$ cat src/rtl/mips_cpu_wb_scheduler_if.sv
// Writeback bus between the issue/memory side (master) and the writeback scheduler (slave):
// ALU requests, load issue/return and the registered register-file write stream.
interface mips_cpu_wb_scheduler_if;
  logic        alu_valid;
  logic        alu_ready;
  logic [4:0]  alu_reg;
  logic [31:0] alu_data;

  logic        ld_issue;
  logic        ld_issue_ready;
  logic [4:0]  ld_issue_reg;

  logic        ld_valid;
  logic [31:0] ld_data;
  logic [5:0]  ld_opcode;
  logic [1:0]  ld_vaddr;

  logic        regwrite;
  logic [4:0]  writereg;
  logic [31:0] writedata;
  logic [5:0]  opcode;
  logic [1:0]  vaddr;

  modport master (
    output alu_valid, alu_reg, alu_data,
    output ld_issue, ld_issue_reg,
    output ld_valid, ld_data, ld_opcode, ld_vaddr,
    input  alu_ready, ld_issue_ready,
    input  regwrite, writereg, writedata, opcode, vaddr
  );

  modport slave (
    input  alu_valid, alu_reg, alu_data,
    input  ld_issue, ld_issue_reg,
    input  ld_valid, ld_data, ld_opcode, ld_vaddr,
    output alu_ready, ld_issue_ready,
    output regwrite, writereg, writedata, opcode, vaddr
  );
endinterface

$ cat src/rtl/mips_cpu_wb_scheduler.sv
// Register-file writeback scheduler: load returns win the write port, ALU results queue behind them.
// Define WB_BYPASS_EN to forward non-partial writeback results to decode instead of stalling.
module mips_cpu_wb_scheduler #(
  parameter int ALU_FIFO_DEPTH = 2,
  parameter int MAX_LOADS      = 4
) (
  input  logic                           clk,
  input  logic                           reset_n,
  mips_cpu_wb_scheduler_if.slave         wb,
  input  logic [4:0]                     readreg1,
  input  logic [4:0]                     readreg2,
  output logic                           hazard,
  output logic [$clog2(MAX_LOADS+1)-1:0] outstanding,
  output logic                           err,
  output logic                           byp_valid1,
  output logic                           byp_valid2,
  output logic [31:0]                    byp_data
);

  localparam int OW = $clog2(MAX_LOADS + 1);
  localparam int CW = $clog2(ALU_FIFO_DEPTH + 1);
  localparam logic [OW-1:0] LD_LIMIT  = OW'(MAX_LOADS);
  localparam logic [CW-1:0] FIFO_FULL = CW'(ALU_FIFO_DEPTH);

  typedef struct packed {
    logic [4:0]  rd;
    logic [31:0] data;
  } alu_req_t;

  // Both queues are shift registers: entry 0 is always the head.
  alu_req_t      fifo_q [ALU_FIFO_DEPTH];
  logic [CW-1:0] fifo_cnt;
  logic [4:0]    dq_q   [MAX_LOADS];
  logic [OW-1:0] ld_cnt;
  logic [31:0]   busy;

  logic          regwrite_q;
  logic [4:0]    writereg_q;
  logic [31:0]   writedata_q;
  logic [5:0]    opcode_q;
  logic [1:0]    vaddr_q;
  logic          err_q;

  logic          alu_ready_c, issue_ready_c;
  logic          ld_win, ld_orphan, fifo_win, alu_direct, alu_enq;
  logic          issue_ok, issue_bad;
  logic [CW-1:0] fifo_wpos;
  logic [OW-1:0] dq_wpos;

  assign alu_ready_c   = (fifo_cnt != FIFO_FULL);
  assign issue_ready_c = (ld_cnt < LD_LIMIT) &&
                         (wb.ld_issue_reg == 5'd0 || !busy[wb.ld_issue_reg]);

  // A return with nothing in flight has no destination, so it is flagged and never wins the port.
  assign ld_win     = wb.ld_valid && (ld_cnt != '0);
  assign ld_orphan  = wb.ld_valid && (ld_cnt == '0);
  assign fifo_win   = !ld_win && (fifo_cnt != '0);
  assign alu_direct = !ld_win && (fifo_cnt == '0) && wb.alu_valid;
  assign alu_enq    = wb.alu_valid && alu_ready_c && !alu_direct;
  assign issue_ok   = wb.ld_issue && issue_ready_c;
  assign issue_bad  = wb.ld_issue && !issue_ready_c;

  assign fifo_wpos = fifo_win ? fifo_cnt - CW'(1) : fifo_cnt;
  assign dq_wpos   = ld_win   ? ld_cnt   - OW'(1) : ld_cnt;

  always_ff @(posedge clk) begin
    // NOTE: synchronous reset lives inside the clocked block; all state uses <= so every
    // update below sees the pre-edge values computed by the combinational logic above.
    if (!reset_n) begin
      regwrite_q  <= 1'b0;
      writereg_q  <= 5'd0;
      writedata_q <= 32'd0;
      opcode_q    <= 6'd0;
      vaddr_q     <= 2'd0;
      err_q       <= 1'b0;
      fifo_cnt    <= '0;
      ld_cnt      <= '0;
      busy        <= '0;
    end else begin
      if (ld_win) begin
        regwrite_q  <= 1'b1;
        writereg_q  <= dq_q[0];
        writedata_q <= wb.ld_data;
        opcode_q    <= wb.ld_opcode;
        vaddr_q     <= wb.ld_vaddr;
      end else if (fifo_win) begin
        regwrite_q  <= 1'b1;
        writereg_q  <= fifo_q[0].rd;
        writedata_q <= fifo_q[0].data;
        opcode_q    <= 6'd0;
        vaddr_q     <= 2'd0;
      end else if (alu_direct) begin
        regwrite_q  <= 1'b1;
        writereg_q  <= wb.alu_reg;
        writedata_q <= wb.alu_data;
        opcode_q    <= 6'd0;
        vaddr_q     <= 2'd0;
      end else begin
        regwrite_q  <= 1'b0;
      end

      if (ld_orphan || issue_bad) err_q <= 1'b1;

      fifo_cnt <= fifo_cnt + CW'(alu_enq) - CW'(fifo_win);
      ld_cnt   <= ld_cnt + OW'(issue_ok) - OW'(ld_win);

      // Clear before set: an accepted issue can never target the returning register,
      // because ld_issue_ready already refused any register that is still busy.
      if (ld_win) busy[dq_q[0]] <= 1'b0;
      if (issue_ok && wb.ld_issue_reg != 5'd0) busy[wb.ld_issue_reg] <= 1'b1;
    end
  end

  // NOTE: queue payloads are deliberately not reset; the counters define which entries are
  // valid, and nothing (hazard included) looks past them.
  always_ff @(posedge clk) begin
    if (fifo_win) begin
      for (int i = 0; i < ALU_FIFO_DEPTH - 1; i++) fifo_q[i] <= fifo_q[i+1];
    end
    if (alu_enq) begin
      for (int i = 0; i < ALU_FIFO_DEPTH; i++) begin
        if (CW'(i) == fifo_wpos) fifo_q[i] <= {wb.alu_reg, wb.alu_data};
      end
    end

    if (ld_win) begin
      for (int i = 0; i < MAX_LOADS - 1; i++) dq_q[i] <= dq_q[i+1];
    end
    if (issue_ok) begin
      for (int i = 0; i < MAX_LOADS; i++) begin
        if (OW'(i) == dq_wpos) dq_q[i] <= wb.ld_issue_reg;
      end
    end
  end

  logic [1:0] fifo_hit;
  logic [1:0] wb_hit;
  logic       wb_bypassable;

  // NOTE: every always_comb output gets a default first so no latch is inferred.
  always_comb begin
    fifo_hit = 2'b00;
    for (int i = 0; i < ALU_FIFO_DEPTH; i++) begin
      if (CW'(i) < fifo_cnt) begin
        if (fifo_q[i].rd == readreg1) fifo_hit[0] = 1'b1;
        if (fifo_q[i].rd == readreg2) fifo_hit[1] = 1'b1;
      end
    end
  end

  assign wb_hit[0] = regwrite_q && (writereg_q == readreg1);
  assign wb_hit[1] = regwrite_q && (writereg_q == readreg2);

`ifdef WB_BYPASS_EN
  // Partial loads need the old register contents merged in the regfile, so they cannot forward.
  function automatic logic is_partial_load(input logic [5:0] op);
    return op inside {6'b100000, 6'b100100, 6'b100001, 6'b100101, 6'b100010, 6'b100110};
  endfunction

  assign wb_bypassable = !is_partial_load(opcode_q);
  assign byp_valid1    = (readreg1 != 5'd0) && wb_hit[0] && wb_bypassable;
  assign byp_valid2    = (readreg2 != 5'd0) && wb_hit[1] && wb_bypassable;
  assign byp_data      = writedata_q;
`else
  assign wb_bypassable = 1'b0;
  assign byp_valid1    = 1'b0;
  assign byp_valid2    = 1'b0;
  assign byp_data      = 32'd0;
`endif

  assign hazard =
    ((readreg1 != 5'd0) && (busy[readreg1] || fifo_hit[0] || (wb_hit[0] && !wb_bypassable))) ||
    ((readreg2 != 5'd0) && (busy[readreg2] || fifo_hit[1] || (wb_hit[1] && !wb_bypassable)));

  assign wb.alu_ready      = alu_ready_c;
  assign wb.ld_issue_ready = issue_ready_c;
  assign wb.regwrite       = regwrite_q;
  assign wb.writereg       = writereg_q;
  assign wb.writedata      = writedata_q;
  assign wb.opcode         = opcode_q;
  assign wb.vaddr          = vaddr_q;
  assign outstanding       = ld_cnt;
  assign err               = err_q;

endmodule
$ cat src/flat_wrapper.sv
// flat-port wrapper written by rule: the top's interface ports become plain ports
module mips_cpu_wb_scheduler_flat 
#(
  parameter int ALU_FIFO_DEPTH = 2,
  parameter int MAX_LOADS      = 4
)
  (clk, reset_n, readreg1, readreg2, hazard, outstanding, err, byp_valid1, byp_valid2, byp_data, wb_alu_valid, wb_alu_reg, wb_alu_data, wb_ld_issue, wb_ld_issue_reg, wb_ld_valid, wb_ld_data, wb_ld_opcode, wb_ld_vaddr, wb_alu_ready, wb_ld_issue_ready, wb_regwrite, wb_writereg, wb_writedata, wb_opcode, wb_vaddr);
  mips_cpu_wb_scheduler_if wb_i ();
  input  logic clk;
  input  logic reset_n;
  input  logic [4:0] readreg1;
  input  logic [4:0] readreg2;
  output logic hazard;
  output logic [$clog2(MAX_LOADS+1)-1:0] outstanding;
  output logic err;
  output logic byp_valid1;
  output logic byp_valid2;
  output logic [31:0] byp_data;
  input wire logic [$bits(wb_i.alu_valid)-1:0] wb_alu_valid;
  input wire logic [$bits(wb_i.alu_reg)-1:0] wb_alu_reg;
  input wire logic [$bits(wb_i.alu_data)-1:0] wb_alu_data;
  input wire logic [$bits(wb_i.ld_issue)-1:0] wb_ld_issue;
  input wire logic [$bits(wb_i.ld_issue_reg)-1:0] wb_ld_issue_reg;
  input wire logic [$bits(wb_i.ld_valid)-1:0] wb_ld_valid;
  input wire logic [$bits(wb_i.ld_data)-1:0] wb_ld_data;
  input wire logic [$bits(wb_i.ld_opcode)-1:0] wb_ld_opcode;
  input wire logic [$bits(wb_i.ld_vaddr)-1:0] wb_ld_vaddr;
  output wire logic [$bits(wb_i.alu_ready)-1:0] wb_alu_ready;
  output wire logic [$bits(wb_i.ld_issue_ready)-1:0] wb_ld_issue_ready;
  output wire logic [$bits(wb_i.regwrite)-1:0] wb_regwrite;
  output wire logic [$bits(wb_i.writereg)-1:0] wb_writereg;
  output wire logic [$bits(wb_i.writedata)-1:0] wb_writedata;
  output wire logic [$bits(wb_i.opcode)-1:0] wb_opcode;
  output wire logic [$bits(wb_i.vaddr)-1:0] wb_vaddr;
  assign wb_i.alu_valid = wb_alu_valid;
  assign wb_i.alu_reg = wb_alu_reg;
  assign wb_i.alu_data = wb_alu_data;
  assign wb_i.ld_issue = wb_ld_issue;
  assign wb_i.ld_issue_reg = wb_ld_issue_reg;
  assign wb_i.ld_valid = wb_ld_valid;
  assign wb_i.ld_data = wb_ld_data;
  assign wb_i.ld_opcode = wb_ld_opcode;
  assign wb_i.ld_vaddr = wb_ld_vaddr;
  assign wb_alu_ready = wb_i.alu_ready;
  assign wb_ld_issue_ready = wb_i.ld_issue_ready;
  assign wb_regwrite = wb_i.regwrite;
  assign wb_writereg = wb_i.writereg;
  assign wb_writedata = wb_i.writedata;
  assign wb_opcode = wb_i.opcode;
  assign wb_vaddr = wb_i.vaddr;
  mips_cpu_wb_scheduler #(.ALU_FIFO_DEPTH(ALU_FIFO_DEPTH), .MAX_LOADS(MAX_LOADS)) u_core (.clk(clk), .reset_n(reset_n), .wb(wb_i), .readreg1(readreg1), .readreg2(readreg2), .hazard(hazard), .outstanding(outstanding), .err(err), .byp_valid1(byp_valid1), .byp_valid2(byp_valid2), .byp_data(byp_data));
endmodule
$ cat config.mk
export PLATFORM = sky130hd
export DESIGN_NAME = mips_cpu_wb_scheduler_flat
export DESIGN_NICKNAME = d
export VERILOG_FILES = /design/src/rtl/mips_cpu_wb_scheduler_if.sv /design/src/rtl/mips_cpu_wb_scheduler.sv /design/src/flat_wrapper.sv
export SDC_FILE = /design/constraint.sdc
export NUM_CORES = 1
export LEC_CHECK = 0
export ABC_AREA = 1
export CAP_MARGIN = 40
export CORE_UTILIZATION = 47
export CTS_CLUSTER_SIZE = 8
export DETAILED_ROUTE_END_ITERATION = 16
export GPL_ROUTABILITY_DRIVEN = 0
export GPL_TIMING_DRIVEN = 0
export PLACE_DENSITY = 0.77
export SETUP_SLACK_MARGIN = 0.15
export SYNTH_ARGS = -nofsm -noshare
export SYNTH_HDL_FRONTEND = slang
export SYNTH_SLANG_ARGS = --single-unit
$ cat constraint.sdc
create_clock -name clk -period 4.54 [get_ports clk]
set_input_delay 0.681 -clock clk [delete_from_list [all_inputs] [get_ports clk]]
set_output_delay 0.681 -clock clk [all_outputs]
set_load 0.01 [all_outputs]
======== Word level (Yosys, flattened, before mapping) ========
Memory sizes are Yosys's and may differ from the RTL's.
Index checks and enable logic that the tools add are counted.
word-level totals
  register bits after elaboration ......... 84
  memories ................................ 2
  RAM bits ................................ 94
  logic and storage cells ................. 153
  bits of input ports ..................... 97
operators by class
  muxes and demuxes ....................... 68
  eq/ne operators ......................... 11
  add/subtract/negate cells ............... 6
  magnitude comparators ................... 9
  bitwise logic cells ..................... 7
  reductions and logical operators ........ 41
memories
  name           words  bits a word  rd ports  clocked after memory_dff  wr ports  RTL line                     RTL
  u_core.fifo_q  2      37           2         0                         1         mips_cpu_wb_scheduler.sv:31  alu_req_t fifo_q [ALU_FIFO_DEPTH];
  u_core.dq_q    4      5            4         0                         3         mips_cpu_wb_scheduler.sv:33  logic [4:0] dq_q [MAX_LOADS];
operator list
  cell                                                                                  count
  32-bit 2-to-1 mux                                                                     6
  37-bit 2-to-1 mux                                                                     2
  1-bit 2-to-1 mux                                                                      37
  37-bit OR reduction                                                                   1
  5-bit 2-to-1 mux                                                                      7
  32-bit AND                                                                            1
  32-bit NOT                                                                            1
  32-bit bitwise OR                                                                     1
  5-bit equality test                                                                   6
  5-bit by 6-bit < comparator with 1-bit output (second input constant)                 4
  6-bit 2-to-1 mux                                                                      3
  1-bit logical AND                                                                     17
  1-bit binary-select mux with 5-bit select                                             3
  5-bit nonzero test                                                                    3
  2-bit 2-to-1 mux                                                                      7
  1-bit demux with 5-bit select                                                         2
  5-bit by 1-bit greater-or-equal comparator with 1-bit output (second input constant)  2
  1-bit logical OR                                                                      7
  2-bit by 3-bit equality test with 1-bit output (first input constant)                 2
  3-bit zero test                                                                       2
  3-bit nonzero test                                                                    2
  5-bit zero test                                                                       1
  5-bit OR reduction                                                                    1
  1-bit zero test                                                                       4
  15 further kinds                                                                      20

======== Logic depth before layout (Yosys ltp) ========
Gate-level depths: netlist (run 1).
  word-level depth ........................ 11
  depth in mapped cells ................... 19

======== Least setup slack after synthesis (run 1) ========
OpenSTA, ideal clock, no wires.
  path type ............................... register to register
  from .................................... register u_core.ld_cnt[1], in the netlist u_core.outstanding[1]
  to ...................................... memory u_core.fifo_q[0][0] (netlist name) (enable)
  data required time ...................... 4057 ps
  slack ................................... 126 ps
  stages on the path, launching flop included .. 9
  arrival ................................. 3931 ps
  cell sequence ........................... dfxtp_1 > inv_1 > ha_1 > nand2_1 > nand2_2 > inv_2 > clkbuf_1 > clkbuf_1 > o21ai_0
on the way
  word-level cells in the longest chain between the ends .. 11
  elaborated cells between the ends (all ways) .. 23
RTL lines
  item                                                                          RTL line                                                   RTL
  start, declared                                                               mips_cpu_wb_scheduler.sv:34                                logic [OW-1:0] ld_cnt;
  start signal, assigned                                                        mips_cpu_wb_scheduler.sv:105                               ld_cnt <= ld_cnt + OW'(issue_ok) - OW'(ld_win);
  3-bit nonzero test *                                                          mips_cpu_wb_scheduler.sv:55                                assign ld_win = wb.ld_valid && (ld_cnt != '0);
  1-bit logical AND *                                                           mips_cpu_wb_scheduler.sv:55
  1-bit zero test *                                                             mips_cpu_wb_scheduler.sv:57, mips_cpu_wb_scheduler.sv:58
  1-bit logical AND (on tied branches)                                          mips_cpu_wb_scheduler.sv:57, mips_cpu_wb_scheduler.sv:58
  2-bit 2-to-1 mux or 1-bit logical AND (tied branches)                         mips_cpu_wb_scheduler.sv:63, mips_cpu_wb_scheduler.sv:58
  1-bit by 2-bit equality test with 1-bit output, or another cell as far along  mips_cpu_wb_scheduler.sv:122                               if (CW'(i) == fifo_wpos) fifo_q[i] <= {wb.alu_reg, wb.alu_data};
  1-bit 2-to-1 mux or 1-bit logical AND (tied branches)                         mips_cpu_wb_scheduler.sv:122, mips_cpu_wb_scheduler.sv:59
  1-bit 2-to-1 mux                                                              mips_cpu_wb_scheduler.sv:120                               if (alu_enq) begin
  1-bit 2-to-1 mux (not written as such)                                        mips_cpu_wb_scheduler.sv:122
  37-bit OR reduction (no line) or 1-bit bitwise OR (tied branches)             n/a
  1-bit 2-to-1 mux (no line)                                                    n/a
  end, declared                                                                 mips_cpu_wb_scheduler.sv:31
Every way passes the cells marked *; elsewhere a longest branch is shown, timed or not.

======== Final worst setup path (run 1) ========
  from .................................... input wb_ld_issue_reg[2]
  to ...................................... output wb_ld_issue_ready
on the way
  word-level cells in the longest chain between the ends .. 5
  elaborated cells between the ends (all ways) .. 6
RTL lines
  item                                       RTL line                     RTL
  start, declared                            flat_wrapper.sv:23           input wire logic [$bits(wb_i.ld_issue_reg)-1:0] wb_ld_issue_reg;
  1-bit binary-select mux with 5-bit select  mips_cpu_wb_scheduler.sv:52  (wb.ld_issue_reg == 5'd0 || !busy[wb.ld_issue_reg]);
  1-bit 2-to-1 mux (not written as such)     mips_cpu_wb_scheduler.sv:52
  1-bit zero test                            mips_cpu_wb_scheduler.sv:52
  1-bit logical OR *                         mips_cpu_wb_scheduler.sv:52
  1-bit logical AND *                        mips_cpu_wb_scheduler.sv:51  assign issue_ready_c = (ld_cnt < LD_LIMIT) &&
  end, declared                              flat_wrapper.sv:29           output wire logic [$bits(wb_i.ld_issue_ready)-1:0] wb_ld_issue_ready;
Every way passes the cells marked *; elsewhere a longest branch is shown, timed or not. The select of a mux whose other input is x is not followed.

==> metrics.yaml, run 1 <==
outcome: "finished, final reports clean"
hold_violations: 0
skew_ns: 0.01352
layout_common_cells: "nand2_1 (273), clkdlybuf4s50_1 (144), nor2_1 (109)"
critPathMaxFanout: 7
track_usage_pct: 27.31
rsz0062_at_grt: "no"
vias: 8703
final_common_cell: "nand2_1"
route.detailed.drc: 0
grt_pass1_wl_um: 42440
cts_hold_buffers: 0
drtIter0Drc: 865
layout-drive-gt1-share_pct: 8.396
dr.pass1.iters: 8
grt_pass1_vias: 8225
cts-resized-gates: 0
wl_met3_um: 2476
max_freq_mhz: 250.2
route.met2.wl_um: 12650
drv_cap: 0
initial_core_util_pct: 48.42
holdWs_ns: 0.4825
io_pins: 184
drv_slew: 0
power_w: 0.006571
synth_cell_types: 39
vias_per_cell: 5.501
clockBufferDepth: 2
wl_per_cell_um: 17.00
wl_met1_um: 10750
fp.dieArea_um2: 20030
postSynthCellCount: 1111
htreeDepth: 4
ant_nets: 0
power.density_nw_per_um2: 560.7
vdd_drop_max_v: 0.0004366
clock_sinks: 178
die_y_um: 141.5
grt_max_degree: 26
slew_headroom_pct: 44.82
coreArea_um2: 18890
antenna_found_initial: 0
stdcell_count: 1582
rows: 50
totalWireLength_um: 26890
p_leak_nw: 4.548
fillers: 1615
synth_area_um2: 9149
worst_hold_path_type: "reg -> reg"
setup_viol: 0
worstSetupPathType: "in -> out"
clk_pin_slew_ns: 0.07
nNetsFinal: 1416
cts_setup_buffers: 0
grt.overflow.total: 0
cts_root_buf: "clkbuf_16"
arrival_ns: 3.32
end_kind: "output pin"
clkLatencyLatePin_ns: 0.44
yosysWarnings: 0
routed.top_layer: "met4"
hpwl_um: 19450
io_buffers: 144
avgSynthCellArea_um2: 8.235
cts_buffers: 17
fin_crit_ns: 3.997
ys_seq_area_share_pct: 49.23
placedCellCount: 1550
syn_to_final_growth_pct: 28.10
synth-seq-cells: 178
start_kind: "primary input"
cp.required_ns: 3.86
fin_crit_sh_pct: 88.03
n_antenna_cell: 0
worst_pin_slew_ns: 0.8214
cts_tree: "done"
die_w_um: 141.5
==> per-stage QoR <==
stage                     setup TNS (ns)  instance area (um^2)  utilization (%)  setup slack, ns
after floorplan                        0                  9273                -           0.7382
after global placement            -62.41                 11040            58.43          -0.9726
after detailed placement               0                 11110            58.78           0.4893
after CTS                              0                 11720            62.03           0.5875
after global routing                   0                 11720            62.03           0.4275
final                                  0                 11720            62.03           0.5435
==> power breakdown <==
| part | internal [W] | leakage (nW) | switching (W) |
|---|---|---|---|
| clock | 0.000799 | 0.296 | 0.000732 |
| sequential | 0.00236 | 1.56 | 0.000316 |
| combinational | 0.000971 | 2.69 | 0.00140 |
| total | 0.00413 | 4.55 | 0.00244 |
==> synth_stat cells, drive strengths merged <==
| library cell | instances | share of area [%] |
|---|---|---|
| a31o | 1 | 0.096 |
| a41oi | 21 | 2.0 |
| nand3 | 46 | 2.6 |
| xnor2 | 1 | 0.096 |
| a21oi | 71 | 3.9 |
| nor3 | 23 | 1.3 |
| edfxtp | 94 | 31 |
| clkinv | 3 | 0.12 |
| inv | 70 | 2.9 |
| nand2b | 1 | 0.068 |
| o22ai | 7 | 0.48 |
| a21boi | 11 | 0.90 |
| conb | 1 | 0.041 |
| nand4 | 7 | 0.48 |
| fa | 1 | 0.22 |
| mux2 | 32 | 3.9 |
| a221oi | 2 | 0.19 |
| dfxtp | 84 | 18 |
| xor2 | 11 | 1.1 |
| nor4 | 2 | 0.14 |
| nand2 | 274 | 11 |
| and2 | 1 | 0.068 |
| ha | 9 | 1.2 |
| nor2 | 111 | 4.6 |
| or2 | 2 | 0.14 |
| clkbuf | 42 | 1.7 |
| a31oi | 16 | 1.1 |
| buf | 52 | 3.8 |
| o21ai | 113 | 6.2 |
| o2111ai | 2 | 0.19 |
==> final timing paths <==
path	slack, ns	cells after the start	startpoint	end
setup / recovery	0.54	11	wb_ld_issue_reg[2]	wb_ld_issue_ready
hold / removal	0.48	2	u_core.wb.vaddr[1]	u_core.wb.vaddr[1]
hold reg to reg	0.48	2	u_core.wb.vaddr[1]	u_core.wb.vaddr[1]
setup reg to reg	0.91	13	u_core.outstanding[1]	u_core.fifo_q[0][13]
==> cell type report <==
cell class                 instances  area (um^2)  area share [%]
timing repair buffer             146         1489           12.70
buffer                            94        506.7           4.324
clock buffer                      18        429.2           3.662
tap                              260        325.3           2.776
inverter                          73        274.0           2.338
multi-input combinational        799         4006           34.18
clock inverter                    14        185.2           1.580
sequential                       178         4504           38.43
==> worst max-delay path, cell delays in order <==
cell and delay (ns):
clkdlybuf4s50_1 0.61, inv_1 0.19, nor3_1 0.61, nand2_1 0.18, nand2_1 0.13, inv_2 0.04
nand3_1 0.08, nand2_1 0.13, nand2_1 0.11, inv_1 0.06, clkdlybuf4s50_1 0.49
==> kinds of logic (layout without fill, tap and decap cells) <==
family,Yosys count,after routing,synth area share (%)
AO/OA/AOI/OAI,244,244,15.03
other,1,34,0.04099
flip-flops,178,178,49.23
buffers and inverters,167,345,8.534
adder cells (fa/ha/maj),10,10,1.450
AND/OR/NAND/NOR,467,467,20.62
XOR/XNOR,12,12,1.149
multiplexers,32,32,3.939
==> state kept, by name (all words and copies together) (netlist names) <==
signal,flops
u_core.wb.writedata,32
u_core.fifo_q,74
u_core.wb.vaddr,2
u_core.fifo_cnt,2
u_core.err,1
u_core.outstanding,3
u_core.wb.writereg,5
u_core.dq_q,20
u_core.wb.opcode,6
u_core.wb.regwrite,1
u_core.busy,32
==> routing by layer <==
| layer | GRT usage [%] | up-vias |
|---|---|---|
| met4 | 13.24 | 0 |
| met2 | 44.88 | 513 |
| li1 | - | 4110 |
| met3 | 5.940 | 86 |
| met5 | 0 | - |
| met1 | 34.15 | 3994 |
Power figures use the tool's default switching activity.
==> run 2, diff against run 1 <==
CTS_CLUSTER_DIAMETER = 40   (was unset)
==> results of run 2 <==
Final layout, timing and power as in run 1 (identical DEF).
